==> src/rtl/nibble_serial_adder.sv <==
// nibble_serial_adder
// Multi-cycle wide adder sequencer. The two operands are latched on an accepted
// start and presented one nibble per cycle, LSB nibble first, to an external
// 4-bit full adder. The adder's sum nibble is shifted into the result from the
// top, and its carry is registered as the carry-in for the next nibble.
// Handshake: start / busy / done, with sum and cout held until the next accept.

module nibble_serial_adder #(
  parameter int NIBBLES = 4
) (
  input  logic                 clk,
  input  logic                 rst_n,
  input  logic                 start,
  input  logic [4*NIBBLES-1:0] a,
  input  logic [4*NIBBLES-1:0] b,
  input  logic                 cin,
  output logic                 busy,
  output logic                 done,
  output logic [4*NIBBLES-1:0] sum,
  output logic                 cout,
  output logic [3:0]           fa_a,
  output logic [3:0]           fa_b,
  output logic                 fa_cin,
  input  logic [3:0]           fa_s,
  input  logic                 fa_co
);

  localparam int W  = 4 * NIBBLES;
  // The counter needs at least one bit, even when only a single nibble is processed.
  localparam int CW = (NIBBLES > 1) ? $clog2(NIBBLES) : 1;

  typedef enum logic [1:0] {
    IDLE = 2'd0,
    RUN  = 2'd1,
    DONE = 2'd2
  } state_t;

  state_t          state_r;
  state_t          state_s;
  logic            accept_s;
  logic            last_s;
  logic [W-1:0]    a_sh_r;
  logic [W-1:0]    b_sh_r;
  logic            carry_r;
  logic [CW-1:0]   count_r;
  logic [W-1:0]    sum_r;
  logic            cout_r;
  logic [W+3:0]    sum_ext_s;

  // The final nibble is the one being added while the counter reads NIBBLES-1.
  assign last_s    = (count_r == CW'(NIBBLES - 1));
  // The new nibble enters at the top; dropping the low nibble of this concatenation
  // gives the right-shifted result for any width, including a single nibble.
  assign sum_ext_s = {fa_s, sum_r};

  // State register.
  always_ff @(posedge clk or negedge rst_n) begin
    if (!rst_n) begin
      state_r <= IDLE;
    end else begin
      state_r <= state_s;
    end
  end

  // Next-state logic. A start is accepted from IDLE, and also from DONE, so that
  // back-to-back operations are possible. A start seen during RUN is ignored.
  always_comb begin
    state_s  = state_r;
    accept_s = 1'b0;
    case (state_r)
      IDLE: begin
        if (start) begin
          state_s  = RUN;
          accept_s = 1'b1;
        end else begin
          state_s  = IDLE;
        end
      end
      RUN: begin
        if (last_s) begin
          state_s = DONE;
        end else begin
          state_s = RUN;
        end
      end
      DONE: begin
        if (start) begin
          state_s  = RUN;
          accept_s = 1'b1;
        end else begin
          state_s  = IDLE;
        end
      end
      default: begin
        state_s  = IDLE;
        accept_s = 1'b0;
      end
    endcase
  end

  // Operand shifters, ripple carry, nibble counter and the held result.
  // sum keeps its old value on the accepting edge and is then overwritten one
  // nibble per RUN edge. cout is cleared on accept and loaded on the last RUN edge.
  always_ff @(posedge clk or negedge rst_n) begin
    if (!rst_n) begin
      a_sh_r  <= {W{1'b0}};
      b_sh_r  <= {W{1'b0}};
      carry_r <= 1'b0;
      count_r <= {CW{1'b0}};
      sum_r   <= {W{1'b0}};
      cout_r  <= 1'b0;
    end else if (accept_s) begin
      a_sh_r  <= a;
      b_sh_r  <= b;
      carry_r <= cin;
      count_r <= {CW{1'b0}};
      cout_r  <= 1'b0;
    end else if (state_r == RUN) begin
      a_sh_r  <= a_sh_r >> 4;
      b_sh_r  <= b_sh_r >> 4;
      carry_r <= fa_co;
      count_r <= count_r + CW'(1);
      sum_r   <= sum_ext_s[W+3:4];
      if (last_s) begin
        cout_r <= fa_co;
      end
    end
  end

  // The adder interface carries live data only in RUN and is quiet otherwise.
  always_comb begin
    fa_a   = 4'd0;
    fa_b   = 4'd0;
    fa_cin = 1'b0;
    if (state_r == RUN) begin
      fa_a   = a_sh_r[3:0];
      fa_b   = b_sh_r[3:0];
      fa_cin = carry_r;
    end else begin
      fa_a   = 4'd0;
      fa_b   = 4'd0;
      fa_cin = 1'b0;
    end
  end

  // Status and result outputs come straight from registers.
  assign busy = (state_r == RUN);
  assign done = (state_r == DONE);
  assign sum  = sum_r;
  assign cout = cout_r;

endmodule

==> config.mk <==
export PLATFORM = sky130hd
export DESIGN_NAME = nibble_serial_adder
export DESIGN_NICKNAME = d
export VERILOG_FILES = /design/src/rtl/nibble_serial_adder.sv
export SDC_FILE = /design/constraint.sdc
export NUM_CORES = 1
export LEC_CHECK = 0
export CAP_MARGIN = 5
export CORE_MARGIN = 4
export CORE_UTILIZATION = 53
export DETAILED_ROUTE_END_ITERATION = 10
export GPL_TIMING_DRIVEN = 0
export PLACE_DENSITY = 0.85
export SYNTH_ARGS = -nofsm -noshare
export SYNTH_HDL_FRONTEND = slang
export SYNTH_SLANG_ARGS = --single-unit
==> constraint.sdc <==
create_clock -name clk -period 1.9 [get_ports clk]
set_input_delay 0.38 -clock clk [delete_from_list [all_inputs] [get_ports clk]]
set_output_delay 0.38 -clock clk [all_outputs]
set_load 0.03 [all_outputs]
==> impl_metrics.csv, run 1 <==
group,metric,value,unit
setup_path,worstSetupStartpointType,"register",
setup_path,rrSetupSlack,0.53,ns
flow_run,cap_violations,0,
routing,routed_wl,6660,um
clock_tree,clk_latency,0.30,ns
setup_path,regToRegStartpoint,"state_r[0]$_DFF_PN0_",
floorplan,dieWidth,80.0,um
setup_path,arrival,1.47,ns
setup_path,crit_path_end,"fa_b[2]",
logic_synthesis,synth_top_area_share,49.2,%
logic_synthesis,syn_area,2750,um^2
placement,dp_hpwl,4690,um
min_path,hp-class,"in2async",
timing,tns,0,ns
logic_synthesis,synth.largest_area_cell,"dfrtp_1",
timing,setup_violations,0,
pwr,total_power,6.14,mW
placement,place_area,3530,um^2
logic_synthesis,synthCells,239,
timing,whs,0.0193,ns
global_routing,gr-total-overflow,0,
global_routing,grt_pass1_vias,2125,
final_layout,fin_nets,359,
clock_tree,clock_sinks,54,
floorplan,die_area,6400,um^2
pwr,ir_drop,1.12,mV
clock_tree,htreeDepth,2,
global_routing,grt_max_degree,35,
logic_synthesis,synthTopCellsByArea,"dfrtp_1 (49%), mux2i_1 (12%), a211oi_1 (6.8%), nor2b_1 (6.1%), a21oi_1 (4.6%)",
timing,min_period_over_period,97.4,%
timing,max_freq,540,MHz
logic_synthesis,yosysMostFrequentCell,"dfrtp_1",
setup_path,path_buf_inv,3,
setup_path,r2r-end,"b_sh_r[15]$_DFFE_PN0P_",
logic_synthesis,avgSynthCellArea,11.5,um^2
setup_path,max_stage_delay,0.40,ns
logic_synthesis,synth_common_cells,"dfrtp_1 (54), mux2i_1 (33), nor2b_1 (27), a211oi_1 (25), a21oi_1 (25)",
logic_synthesis,synth.net_count,281,
logic_synthesis,ys_types,24,
placement,place.gp.congestion,0.802,
timing,rsz0062_at_grt,"yes",
timing,hold_viol,0,
setup_path,cp_top_family,"buffers and inverters",
routing,drc,0,
setup_path,crit_path_cell_trace,"nor2b_2 -> buf_6 -> buf_4 -> and2_1 -> clkbuf_4",
final_layout,design_area,3610,um^2
final_layout,fin_util,73.9,%
global_routing,grt_first_pass_wirelength,10700,um
timing,period_needed,1.85,ns
final_layout,syn_to_final_growth,31.3,%
pwr,p_per_area,1700,nW/um^2
setup_path,critPathRequiredTime,1.52,ns
routing,vias,2125,
clock_tree,cts-root-buf,"clkbuf_8",
routing,wl_per_cell,17.3,um
floorplan,dieHeight,80.0,um
placement,io_buffers,68,
setup_path,rr_worst_depth,3,
routing,dr.pass1.iters,4,
global_routing,antenna_found_initial,0,
clock_tree,cts_max_path_buffers,2,
setup_path,critPathLaunch,"state_r[0]$_DFF_PN0_",
routing,wl_met1,2940,um
routing,avgViaCountPerCell,5.53,
floorplan,initial_utilization,56.3,%
clock_tree,cts_buffers,5,
pwr,leakage,1.49,nW
floorplan,core,4880,um^2
setup_path,critPathMaxFanout,10,
timing,final.setup_skew,0.00945,ns
final_layout,drive_above_1_share,17.7,%
global_routing,track_usage,21.9,%
setup_path,critPathKind,"reg2out",
setup_path,crit_slowest_cell,"dfrtp_1",
routing,topRoutingLayerUsed,"met4",
logic_synthesis,ys_seq_elements,54,
routing,drtIter0Drc,70,
setup_path,endpoint_kind,"output port",
routing,ant_nets,0,
logic_synthesis,yosys_warnings,0,
clock_tree,cts.clk_slew.worst_paths,0.09,ns
final_layout,antenna_cells,0,
floorplan,rows,25,
run_status,status,"completed",
timing,maxSlewViolCount,0,
logic_synthesis,synth_edf_count,0,
logic_synthesis,yosysSeqAreaShare,49.2,%
setup_path,critical_path_depth,5,
logic_synthesis,synth_flop_cell,"dfrtp_1",
clock_tree,cts_tree,"built",
timing,timing.slew.headroom,61.8,%
routing,wl_met3,393,um
floorplan,ios,69,
routing,wl_met2,3230,um
timing,worst_pin_slew,0.573,ns
logic_synthesis,synthArstFlopShare,100,%
-- cells by family (layout without fill, tap and decap cells) --
group,count (synthesis),after routing,share of synthesized area [%]
adders and majority gates,1,1,0.455
DFF,54,54,49.2
and+or+nand+nor,48,48,10.1
buffers and inverters,22,100,5.46
AOI/OAI and AO/OA,62,62,14.0
xor gates and xnor gates,1,1,0.319
muxes,51,51,20.5
-- what timing repair did --
action,in CTS,in global routing
gates resized for setup,60,11
hold buffers,0,0
setup endpoints to repair,11,10
buffers inserted,2,0
pin swaps,0,0
-- cells in the final DEF, fill, tap and decap left out, drive strengths merged --
| master | instances |
|---|---|
| clkdlybuf4s50 | 56 |
| dfrtp | 54 |
| mux2i | 33 |
| buf | 29 |
| nor2b | 27 |
| a211oi | 25 |
| a21oi | 25 |
| mux2 | 18 |
| and2 | 11 |
| clkbuf | 11 |
| nand2 | 8 |
| o21ai | 8 |
| a22o | 3 |
| inv | 2 |
| clkinv | 2 |
| o22ai | 1 |
| nor2 | 1 |
| xnor2 | 1 |
| nand2b | 1 |
| ha | 1 |
-- cell type report --
type / instances / area, um^2
Sequential cell: 54 / 1350
Tap cell: 67 / 83.8
Multi-Input combinational cell: 163 / 1250
Buffer: 20 / 145
Fill cell: 376 / 1270
Inverter: 2 / 7.51
Clock buffer: 5 / 68.8
Clock inverter: 2 / 10.0
Timing Repair Buffer: 71 / 689
-- power breakdown --
part / internal, mW / switching (mW)
combinational: 1.65 / 1.77
sequential: 1.70 / 0.407
clock: 0.248 / 0.359
total: 3.60 / 2.53
-- stage by stage --
stage / setup slack (ns) / cells
after floorplan: 0.272 / 239
after global placement: -1.18 / 374
after detailed placement: -0.266 / 375
after CTS: 0.0133 / 384
after global routing: -0.0209 / 384
final: 0.0498 / 384
-- per-layer routing --
metal,vias to the layer above,GRT usage [%]
li1,1007,-
met1,1032,29.3
met2,76,36.3
met3,10,3.72
met4,0,6.93
met5,-,0
-- registers in the layout (all words and copies together) (netlist names) --
register	count
a_sh_r	16
b_sh_r	16
sum	16
count_r	2
state_r	2
carry_r	1
cout	1
-- worst min path at each step --
| stage | from | end | slack (ns) | cells after the start |
|---|---|---|---|---|
| 3_3_place_gp | a_sh_r[12]$_DFFE_PN0P_ | a_sh_r[12]$_DFFE_PN0P_ | 0.49 | 2 |
| 6_report | rst_n | sum[5]$_DFFE_PN0P_ | 0.02 | 1 |
| 4_1_cts | rst_n | sum[5]$_DFFE_PN0P_ | 0.04 | 1 |
| 3_5_place_dp | rst_n | sum[13]$_DFFE_PN0P_ | 0.36 | 1 |
| 2_1_floorplan | rst_n | a_sh_r[0]$_DFFE_PN0P_ | 0.08 | 0 |
| 5_1_grt | rst_n | sum[5]$_DFFE_PN0P_ | 0.05 | 1 |
Power figures use the tool's default switching activity.
==> run 2, diff against run 1 <==
--- a/config.mk
+++ b/config.mk
@@ -10,6 +10,7 @@
 export CORE_UTILIZATION = 53
 export DETAILED_ROUTE_END_ITERATION = 10
 export GPL_TIMING_DRIVEN = 0
+export HOLD_SLACK_MARGIN = 0.03
 export PLACE_DENSITY = 0.85
 export SYNTH_ARGS = -nofsm -noshare
 export SYNTH_HDL_FRONTEND = slang
==> results of run 2 <==
No change in the layout: final DEF, timing and power equal those of run 1.
==> patch, RTL diff (flow settings as in run 1) <==
The 3 states of `state_t` get a one-hot encoding in 3 bits.
--- a/src/rtl/nibble_serial_adder.sv
+++ b/src/rtl/nibble_serial_adder.sv
@@ -29,10 +29,10 @@
   // The counter needs at least one bit, even when only a single nibble is processed.
   localparam int CW = (NIBBLES > 1) ? $clog2(NIBBLES) : 1;
 
-  typedef enum logic [1:0] {
-    IDLE = 2'd0,
-    RUN  = 2'd1,
-    DONE = 2'd2
+  typedef enum logic [2:0] {
+    IDLE = 3'b001,
+    RUN  = 3'b010,
+    DONE = 3'b100
   } state_t;
 
   state_t          state_r;
Formal check against the unedited RTL: same outputs for any inputs over 10 cycles, from zero or initial values and one cycle with rst_n low; not proved beyond that.
==> patch against run 1 <==
The flow now finishes with violations (negative setup slack). First-iteration DRC count is 31% higher. Die area decreased by 4.7%. Sequential cell count increased by 1. Cell area grew 1.0%. Maximum frequency down 8.1%. Area after synthesis fell by 5.2%. Register-to-register slack got worse by 530 ps. Clock power rose by 6.4%. Total power is 3.8% lower. Non-clock buffer count decreased by 1. Worst setup slack lost 160 ps. Sequential share of layout area grew 0.33 points. Routed wire length down 14%. Critical path type unchanged.
==> patch: results (changes against run 1) <==
* Outcome: finished with violations
* Failing checks: negative setup slack
* Crit path DAT at 1630 ps (+160 ps)
* Slowest CP cell: dfstp_2
* Ys flop type: dfrtp_1
* H-Tree Depth at 2 (unchanged)
* CP delay by family, top: simple AND/OR/NAND/NOR gates
* Hold slack at 90.7 ps (+71.4 ps)
* Mean Syn Cell Area at 14.3 um2 (+25%)
* Largest net degree at the start of global routing at 29 (-17%)
* Synth cell types at 24 (unchanged)
* Avg Vias per Cell at 5.25 (-5.1%)
* Share of layout cells above drive strength 1 at 0.425 (+0.249)
* Fill cell count at 315 (-16%)
* Vias in the first global route at 1,795 (-16%)
* CTS max path bufs at 2 (unchanged)
* IO buf count at 68 (unchanged)
* Later-pin clock latency in the skew report at 300 ps (about the same)
* Place WS at -726 ps (-460 ps)
* Final Skew at 10.0 ps (+0.552 ps)
* Diodes inserted at 0 (unchanged)
* Max IR drop VDD at 989 uV (-12%)
* Placer Congestion at 0.749 (-6.6%)
* Setup TNS at -923 ps (-923 ps)
* Root cell of the clock tree: clkbuf_8
* Net Count, Synth at 224 (-20%)
* Yosys warning total at 0 (unchanged)
* Pre-antenna DRT Iters at 4 (unchanged)
* Crit path largest cell delay at 380 ps (-20 ps)
* Clock-pin slew on the worst setup and hold paths at 90 ps (about the same)
* Number of synthesized flops with an enable pin at 0 (unchanged)
* Final Setup Violations at 11 (+11)
* Cells after DPL at 318 (-15%)
* WL/cell at 17.1 um (-1.4%)
* Gr usage total at 0.194 (-0.0250)
* Num CTS Buffers at 5 (unchanged)
* Initial antenna violation count at 0 (unchanged)
* Non-Filler Instances at 335 (-13%)
* Fin nets at 309 (-14%)
* Commonest cells post-synth: dfrtp_1, mux2_4, mux2_2
* HP Class: input pin to asynchronous set/reset pin
* First-pass GRT wire length at 9100 um (-15%)
* Register area share after synthesis at 0.529 (+0.0370)
* Leakage power at 1.73 nW (+16%)
* Placed cell area at 3410 um2 (-3.2%)
* CP max FO at 6 (-4)
* Worst-margin pin slew at 637 ps (+64.2 ps)
* Worst reg-to-reg setup slack at 0 ps (-530 ps)
* Initial DRC Count at 92 (+31%)
* Hpwl dp at 4070 um (-13%)
* Async S/R FF share, synth at 1.00 (unchanged)
* Synth area leaders: dfrtp_1, mux2_4, mux2_2
* Final WS setup at -113 ps (-163 ps)
==> patch: cell types whose count changed after synthesis, moves of 4 or more <==
cell,run 1,this run
mux2_2,9,27
mux2i_1,33,2
nor2b_1,27,0
mux2_4,8,34
a211oi_1,25,0
nand3_1,0,8
a21oi_1,25,1
buf_4,4,0
==> patch: cell type report <==
cell class	instances	area (um2)	area share
clock buffer	7	86.3	0.0237
buffer	11	116	0.0319
tap	67	83.8	0.0230
timing repair buffer	79	806	0.221
sequential	55	1380	0.378
clock inverter	1	5.00	0.00137
multi-input combinational	114	1160	0.318
inverter	1	11.3	0.00309
==> patch: logic make-up after synthesis <==
logic type	count (synthesis)	share of synthesized area
fa+ha+maj	1	0.00480
buf+inv	13	0.0360
mux	63	0.320
xor+xnor	1	0.00336
flops	55	0.529
compound gates	13	0.0307
simple gates	36	0.0763
==> patch: path summary, 6_finish.rpt <==
check,start,end,cells past startpoint
setup / recovery,state_r[0],fa_b[1],6
hold / removal,rst_n,sum[7],1
setup reg to reg,state_r[0],a_sh_r[0],6
hold reg to reg,sum[0],sum[0],1
max in group asynchronous,rst_n,b_sh_r[0],2
min in group clk,sum[0],sum[0],1
==> patch: what timing repair did <==
action                     CTS  global route
resized for setup           84             6
hold endpoints to repair     0             0
cloned                       1             0
setup buffers                6             3
pin swaps                   10             1
setup endpoints to repair   30            31
==> patch: power breakdown <==
group,switching (mW),internal (mW)
clock,0.352,0.295
sequential,0.335,1.75
combinational,1.32,1.85
==> patch: metal layers <==
metal / wire length [um] / share of wire / GRT usage
met5: 0 / 0 / 0
met4: 100 / 0.017 / 0.0717
met3: 315 / 0.055 / 0.0252
met2: 3020 / 0.53 / 0.333
met1: 2290 / 0.40 / 0.253
